==> src/rtl/adder_operand_sequencer.sv <==
// Operand capture and result display sequencer for the 4-bit carry-lookahead adder stage.
// A debounced pushbutton steps through LOAD_A -> LOAD_B -> ADD -> SHOW; accumulate mode feeds the sum back as A.
module adder_operand_sequencer #(
  parameter int DEBOUNCE_CYCLES = 1000000,
  parameter int CNT_W           = 20
) (
  input  logic       clk,
  input  logic       rst_n,
  input  logic [3:0] data_sw,
  input  logic       cin_sw,
  input  logic       btn_next,
  input  logic       acc_mode,
  output logic [8:0] adder_in,
  input  logic [4:0] adder_out,
  output logic [4:0] led,
  output logic       result_valid,
  output logic [3:0] state_led,
  output logic [3:0] carry_count
);

  // One-hot encoding so the state register doubles as the state_led debug output.
  typedef enum logic [3:0] {
    S_LOAD_A = 4'b0001,
    S_LOAD_B = 4'b0010,
    S_ADD    = 4'b0100,
    S_SHOW   = 4'b1000
  } state_t;

  localparam logic [CNT_W-1:0] DB_LAST = CNT_W'(DEBOUNCE_CYCLES - 1);

  state_t           state;
  logic             sync1;
  logic             sync2;
  logic             db_level;
  logic [CNT_W-1:0] db_cnt;
  logic             press;
  logic [3:0]       a_reg;
  logic [3:0]       b_reg;
  logic             cin_reg;

  // press is a registered one-cycle pulse emitted on the edge where the debounced level rises.
  always_ff @(posedge clk) begin
    if (!rst_n) begin
      sync1    <= 1'b0;
      sync2    <= 1'b0;
      db_level <= 1'b0;
      db_cnt   <= '0;
      press    <= 1'b0;
    end else begin
      sync1 <= btn_next;
      sync2 <= sync1;
      press <= 1'b0;
      if (sync2 == db_level) begin
        db_cnt <= '0;
      end else if (db_cnt == DB_LAST) begin
        db_level <= sync2;
        db_cnt   <= '0;
        press    <= sync2;
      end else begin
        db_cnt <= db_cnt + 1'b1;
      end
    end
  end

  always_ff @(posedge clk) begin
    if (!rst_n) begin
      state        <= S_LOAD_A;
      a_reg        <= 4'h0;
      b_reg        <= 4'h0;
      cin_reg      <= 1'b0;
      led          <= 5'h00;
      result_valid <= 1'b0;
      carry_count  <= 4'h0;
    end else begin
      case (state)
        S_LOAD_A: begin
          if (press) begin
            a_reg <= data_sw;
            state <= S_LOAD_B;
          end
        end
        S_LOAD_B: begin
          if (press) begin
            b_reg   <= data_sw;
            cin_reg <= cin_sw;
            state   <= S_ADD;
          end
        end
        S_ADD: begin
          // A press landing here is dropped on purpose; the adder result is already settled.
          led          <= adder_out;
          result_valid <= 1'b1;
          if (adder_out[4] && (carry_count != 4'hF)) begin
            carry_count <= carry_count + 4'h1;
          end
          state <= S_SHOW;
        end
        S_SHOW: begin
          if (press) begin
            result_valid <= 1'b0;
            if (acc_mode) begin
              a_reg <= led[3:0];
              state <= S_LOAD_B;
            end else begin
              state <= S_LOAD_A;
            end
          end
        end
        default: state <= S_LOAD_A;
      endcase
    end
  end

  assign state_led = state;
  assign adder_in  = {b_reg[3], a_reg[3], b_reg[2], a_reg[2],
                      b_reg[1], a_reg[1], cin_reg, b_reg[0], a_reg[0]};

endmodule

==> config.mk <==
export PLATFORM = sky130hd
export DESIGN_NAME = adder_operand_sequencer
export DESIGN_NICKNAME = d
export VERILOG_FILES = /design/src/rtl/adder_operand_sequencer.sv
export SDC_FILE = /design/constraint.sdc
export NUM_CORES = 1
export LEC_CHECK = 0
export ABC_CLOCK_PERIOD_IN_PS = 3750
export BUFFER_PORTS_ARGS = -buffer_cell sky130_fd_sc_hd__buf_4
export CAP_MARGIN = 0
export CORE_AREA = 2 2 65 67
export CTS_CLUSTER_DIAMETER = 50
export DETAILED_ROUTE_END_ITERATION = 10
export DIE_AREA = 0 0 67 69
export PLACE_DENSITY_LB_ADDON = 0.25
export SLEW_MARGIN = 20
export SYNTH_ARGS = -nofsm -noshare
export SYNTH_HDL_FRONTEND = slang
export SYNTH_SLANG_ARGS = --single-unit
==> constraint.sdc <==
create_clock -name clk -period 3.75 [get_ports clk]
set_input_delay 0.1875 -clock clk [delete_from_list [all_inputs] [get_ports clk]]
set_output_delay 0.1875 -clock clk [all_outputs]
set_load 0.03 [all_outputs]
* Yosys cells after proc, flatten, opt, wreduce, memory -nomap -nowiden
Index checks and enable logic that the tools add are counted.
W data, S select, Z words.
** Cells by class
- Add/subtract/negate cells :: 2
- Eq/ne operators :: 11
- Multiplexer cells :: 11
- Bitwise logic cells :: 3
- Reduce and logical (&&, ||, !) cells :: 11
** Operators with widths (number)
- $mux W4 :: 6
- $add A20 B1 Y20 const B :: 1
- $eq A20 B20 Y1 const B :: 1
- $pmux W4 S4 :: 1
- $ne A2 B2 Y1 const B :: 4
- $pmux W4 S2 :: 1
- $reduce_and A2 Y1 :: 4
- $reduce_or A3 Y1 :: 2
- $add A4 B1 Y4 const B :: 1
- $eq A4 B1 Y1 const B :: 1
- $eq A4 B2 Y1 const B :: 1
- $eq A4 B3 Y1 const B :: 1
- $eq A4 B4 Y1 const B :: 1
- $ne A4 B4 Y1 const B :: 1
- $reduce_and A4 Y1 :: 1
- $reduce_bool A2 Y1 :: 2
- $not A1 Y1 :: 3
- $reduce_and A3 Y1 :: 1
- $mux W2 :: 1
- $pmux W1 S2 :: 1
- $eq A1 B1 Y1 :: 1
- $logic_and A1 B1 Y1 :: 1
- $mux W1 :: 1
** Word-level totals
- Bits in registers :: 47
- Input port bits :: 14
- Output and inout port bits :: 23
- Word-level logic and storage cells :: 50

* Longest topological paths before layout
- Word-level depth :: 3
- Mapped depth :: 6
- Mapped depth without buffers :: 5

* Worst setup path before layout
No wires, ideal clock.
- Path kind :: reg-to-reg
- From :: reg state[2] (netlist: state_led[2])
- To :: reg carry_count[1]
- Library setup time :: 0.128 ns
- Data arrival time :: 1.814 ns
- Required time :: 3.622 ns
- Setup slack :: 1.808 ns
- Cell stages (with the launch flop) :: 7
- Buffers on the path :: 2
- Clock period less this slack :: 1.942 ns
- Cells stage by stage :: dfxtp_1 > clkbuf_1 > nor4b_1 > clkbuf_1 > nand3_1 > mux2i_1 > nor2_1
** On the way
- Word-level cells in the longest chain between the ends :: 2
** RTL lines
- from (decl) :: line 31 : state_t state;
- from (signal assigned) :: line 67 : state <= S_LOAD_A;
- from (signal assigned) :: line 79 : state <= S_LOAD_B;
- from (signal assigned) :: line 86 : state <= S_ADD;
- $eq A4 B3 Y1 :: line 75 : case (state)
- $reduce_and A2 Y1 (no source line)
- to (signal assigned) :: line 94 : carry_count <= carry_count + 4'h1;
- to (decl) :: line 18 : output logic [3:0] carry_count
No other way between the ends.
A chain may end at the register's enable or synchronous reset.

* Worst setup path in the final report
- From :: reg db_cnt[11]
- To :: reg db_cnt[10]
** On the way
- Word-level cells in the longest chain between the ends :: 2
** RTL lines
- from (decl) :: line 35 : logic [CNT_W-1:0] db_cnt;
- from (signal assigned) :: line 60 : db_cnt <= db_cnt + 1'b1;
- $eq A20 B20 Y1 :: line 55 : end else if (db_cnt == DB_LAST) begin
- $reduce_or A3 Y1 (no source line)
No other way between the ends.

==> results.py <==
metrics = {
    "critical_path": {
        "reg2reg_to": "db_cnt[10]$_SDFF_PP0_",
        "startpoint_type": "flop",
        "worstPathRequired_ps": 3900,
        "cp.depth": 4,
        "worst_path_max_delay_cell": "o211ai_2",
        "worst_setup_path_end_kind": "flop",
        "startpoint": "db_cnt[11]$_SDFF_PP0_",
        "setup.worst_path.end": "db_cnt[10]$_SDFF_PP0_",
        "slowest_delay_ps": 680,
        "cp_cell_sequence": "or4b_1 > or4_1 > o211ai_2 > nor2_1",
        "cp.arrival_ps": 2510,
        "reg2regPathDepth": 4,
        "cp_top_family": "simple AND/OR/NAND/NOR gates",
        "worstPathMaxFanout": 20,
        "r2r_setup_slack_ps": 1380,
        "rr_startpoint": "db_cnt[11]$_SDFF_PP0_",
        "critical_path_buf_inv_count": 0,
        "critical_path_class": "reg2reg",
    },
    "logic_synthesis": {
        "synth-edff-count": 0,
        "ys_top_cells_by_area": "dfxtp_1 46%, mux2i_1 7.3%, xor2_1 6.8%, nor2_1 6.5%, nand3_1 2.7%",
        "yosys_warnings": 0,
        "synth.distinct_cells": 41,
        "synth-compound-area-share_pct": 8.37,
        "synthTopCellsByCount": "47 x dfxtp_1, 36 x nor2_1, 16 x xor2_1",
        "yosysSeqAreaShare_pct": 45.6,
        "synthCells": 224,
        "synthSimpleGateAreaFrac_pct": 26.0,
        "synth-seq-cells": 47,
        "synth.area.mux_share_pct": 7.28,
        "syn_nets": 240,
        "yosys.area.top_type": "dfxtp_1",
        "yosysTopAreaCellShare_pct": 45.6,
        "yosysMostFrequentCell": "dfxtp_1",
        "synth_fa_ha_area_share_pct": 1.21,
        "synthArstFlopShare_pct": 0,
        "synth_top_family_by_area": "simple AND/OR/NAND/NOR gates",
        "synth_area_mm2": 0.00206,
        "ys.flop_type": "dfxtp_1",
        "synthXorXnorAreaFrac_pct": 7.22,
        "syn_area_per_cell_um2": 9.21,
    },
    "place": {
        "place_area_mm2": 0.00233,
        "hpwl_mm": 2.76,
        "gp_congestion": 0.780,
        "io_buffers": 36,
    },
    "global_route": {
        "track_usage_pct": 17.7,
        "grt_pass1_vias": 1408,
        "antenna_found_initial": 0,
        "grt_pass1_wl_mm": 6.45,
        "grt_max_degree": 23,
        "gr-total-overflow": 0,
    },
    "drt": {
        "drc": 0,
        "routed-via-count": 1622,
        "via_per_inst": 5.34,
        "drt_iter0_drc": 145,
        "ant_nets": 0,
        "wl_per_cell_um": 12.9,
        "finalWirelength_mm": 3.91,
        "dr.pass1.iters": 4,
    },
    "pwr": {
        "power_density_mw_per_mm2": 337,
        "peakVddDrop_mv": 0.220,
        "power_leakage_nw": 0.866,
        "power_uw": 812,
    },
    "job": {
        "max_cap_viol_count": 0,
    },
    "finish": {
        "regMostFlops": "db_cnt",
        "drive_above_1_share_pct": 20.5,
        "diodes": 0,
        "fillers": 366,
        "largest_reg_flops": 20,
        "top_regs": "db_cnt x20, led x5",
        "final_nets": 269,
        "area_growth_pct": 17.0,
        "final_area_mm2": 0.00241,
    },
    "sta": {
        "hold_viol_final": 0,
        "min_period_over_period_pct": 63.1,
        "setup_tns_ps": 0,
        "rsz0062_at_grt": "false",
        "worstMarginPinSlew_ps": 1080,
        "setup_viol": 0,
        "whs_ps": 107,
        "slew_violations": 0,
        "finalClockSkew_ps": 4.43,
        "period_needed_ps": 2370,
        "clock.fmax_mhz": 422,
        "slew_headroom_pct": 27.6,
    },
    "die": {
        "die_h_um": 69,
        "io_pins": 37,
        "fp.dieW_um": 67,
        "core_area_mm2": 0.00391,
        "die_area_mm2": 0.00462,
        "start_util_pct": 52.7,
        "rows": 23,
    },
    "cts": {
        "cts-resized-gates": 0,
        "cts.sinks": 47,
        "hold_buffers": 0,
        "cts_buffers": 5,
        "cts_tree": "yes",
        "cts_root_buf": "clkbuf_8",
        "post_cts_buffers": 0,
        "cts_buffer_depth": 2,
        "htree_levels": 2,
        "cts.clk_slew.worst_paths_ps": 80,
        "clk-insertion-delay-late_ps": 290,
    },
    "min_path": {
        "hold_depth": 2,
        "min_path_type": "in2reg",
    },
    "run_status": {
        "status": "finished clean",
    },
}
-- per-layer routing --
layer  GRT usage [%]  vias up  wire length (um)
met5               0        -                 0
met4            4.76        0                46
met3            4.24        6               174
met2            28.5       33              1890
met1            23.4      740              1800
li1                -      843                 -
-- placed cells by master (no fill, tap or decap), types with 2 or more instances in the layout --
master | netlist | routed
a211oi_1 | 5 | 5
clkbuf_8 | 0 | 5
or4_1 | 4 | 4
nor4_1 | 2 | 2
nor4b_2 | 1 | 2
and2_1 | 4 | 4
nand2b_1 | 3 | 3
nand4_1 | 7 | 7
nor2_1 | 36 | 36
xor2_1 | 16 | 16
ha_1 | 2 | 2
or3_1 | 2 | 2
and3_1 | 2 | 2
o21ai_0 | 4 | 4
nand3_1 | 11 | 11
or4b_1 | 2 | 2
and4_1 | 2 | 2
nand2_1 | 10 | 10
inv_1 | 4 | 4
nor2b_1 | 3 | 3
buf_4 | 1 | 36
o31ai_1 | 3 | 3
dfxtp_1 | 47 | 47
nor3_1 | 4 | 4
mux2i_1 | 15 | 15
a21oi_1 | 8 | 8
-- power breakdown --
| group | leakage (nW) | switching (mW) | total [mW] | internal (mW) |
|---|---|---|---|---|
| Combinational | 0.446 | 0.0103 | 0.0212 | 0.0109 |
| Clock | 0.0412 | 0.160 | 0.291 | 0.130 |
| Sequential | 0.379 | 0.000774 | 0.501 | 0.500 |
| Total | 0.866 | 0.171 | 0.812 | 0.641 |
-- how the worst min path moves through the flow --
stage	start	to
6_report	btn_next	sync1$_SDFF_PN0_
3_5_place_dp	btn_next	sync1$_SDFF_PN0_
3_3_place_gp	btn_next	sync1$_SDFF_PN0_
4_1_cts	btn_next	sync1$_SDFF_PN0_
2_1_floorplan	rst_n	state_led[0]$_SDFFE_PN1P_
5_1_grt	btn_next	sync1$_SDFF_PN0_
-- layout make-up --
class                           count  area, um^2  area share (%)
Inverter                            4        15.0           0.622
Clock inverter                      2        12.5           0.518
Clock buffer                        6        72.6            3.01
Sequential cell                    47         941            39.0
Multi-Input combinational cell    159        1040            43.1
Timing Repair Buffer               36         270            11.2
Tap cell                           50        62.6            2.59
-- kinds of logic (layout without fill, tap and decap cells) --
family / after synthesis / after routing
buffers and inverters: 18 / 48
xor gates and xnor gates: 17 / 17
and+or+nand+nor: 100 / 100
AOI/OAI and AO/OA: 25 / 25
adders and majority gates: 2 / 2
DFF: 47 / 47
muxes: 15 / 15
-- through the flow --
| stage | setup slack [ps] | std cells | util [%] |
|---|---|---|---|
| finish | 1380 | 304 | 61.7 |
| global route | 1240 | 304 | 61.7 |
| CTS | 1370 | 304 | 61.7 |
| detailed placement | 1390 | 296 | 59.5 |
| global placement | 1450 | 296 | 59.5 |
| floorplan | 1810 | 224 | - |
No activity file was read; power rests on OpenSTA's default activity.
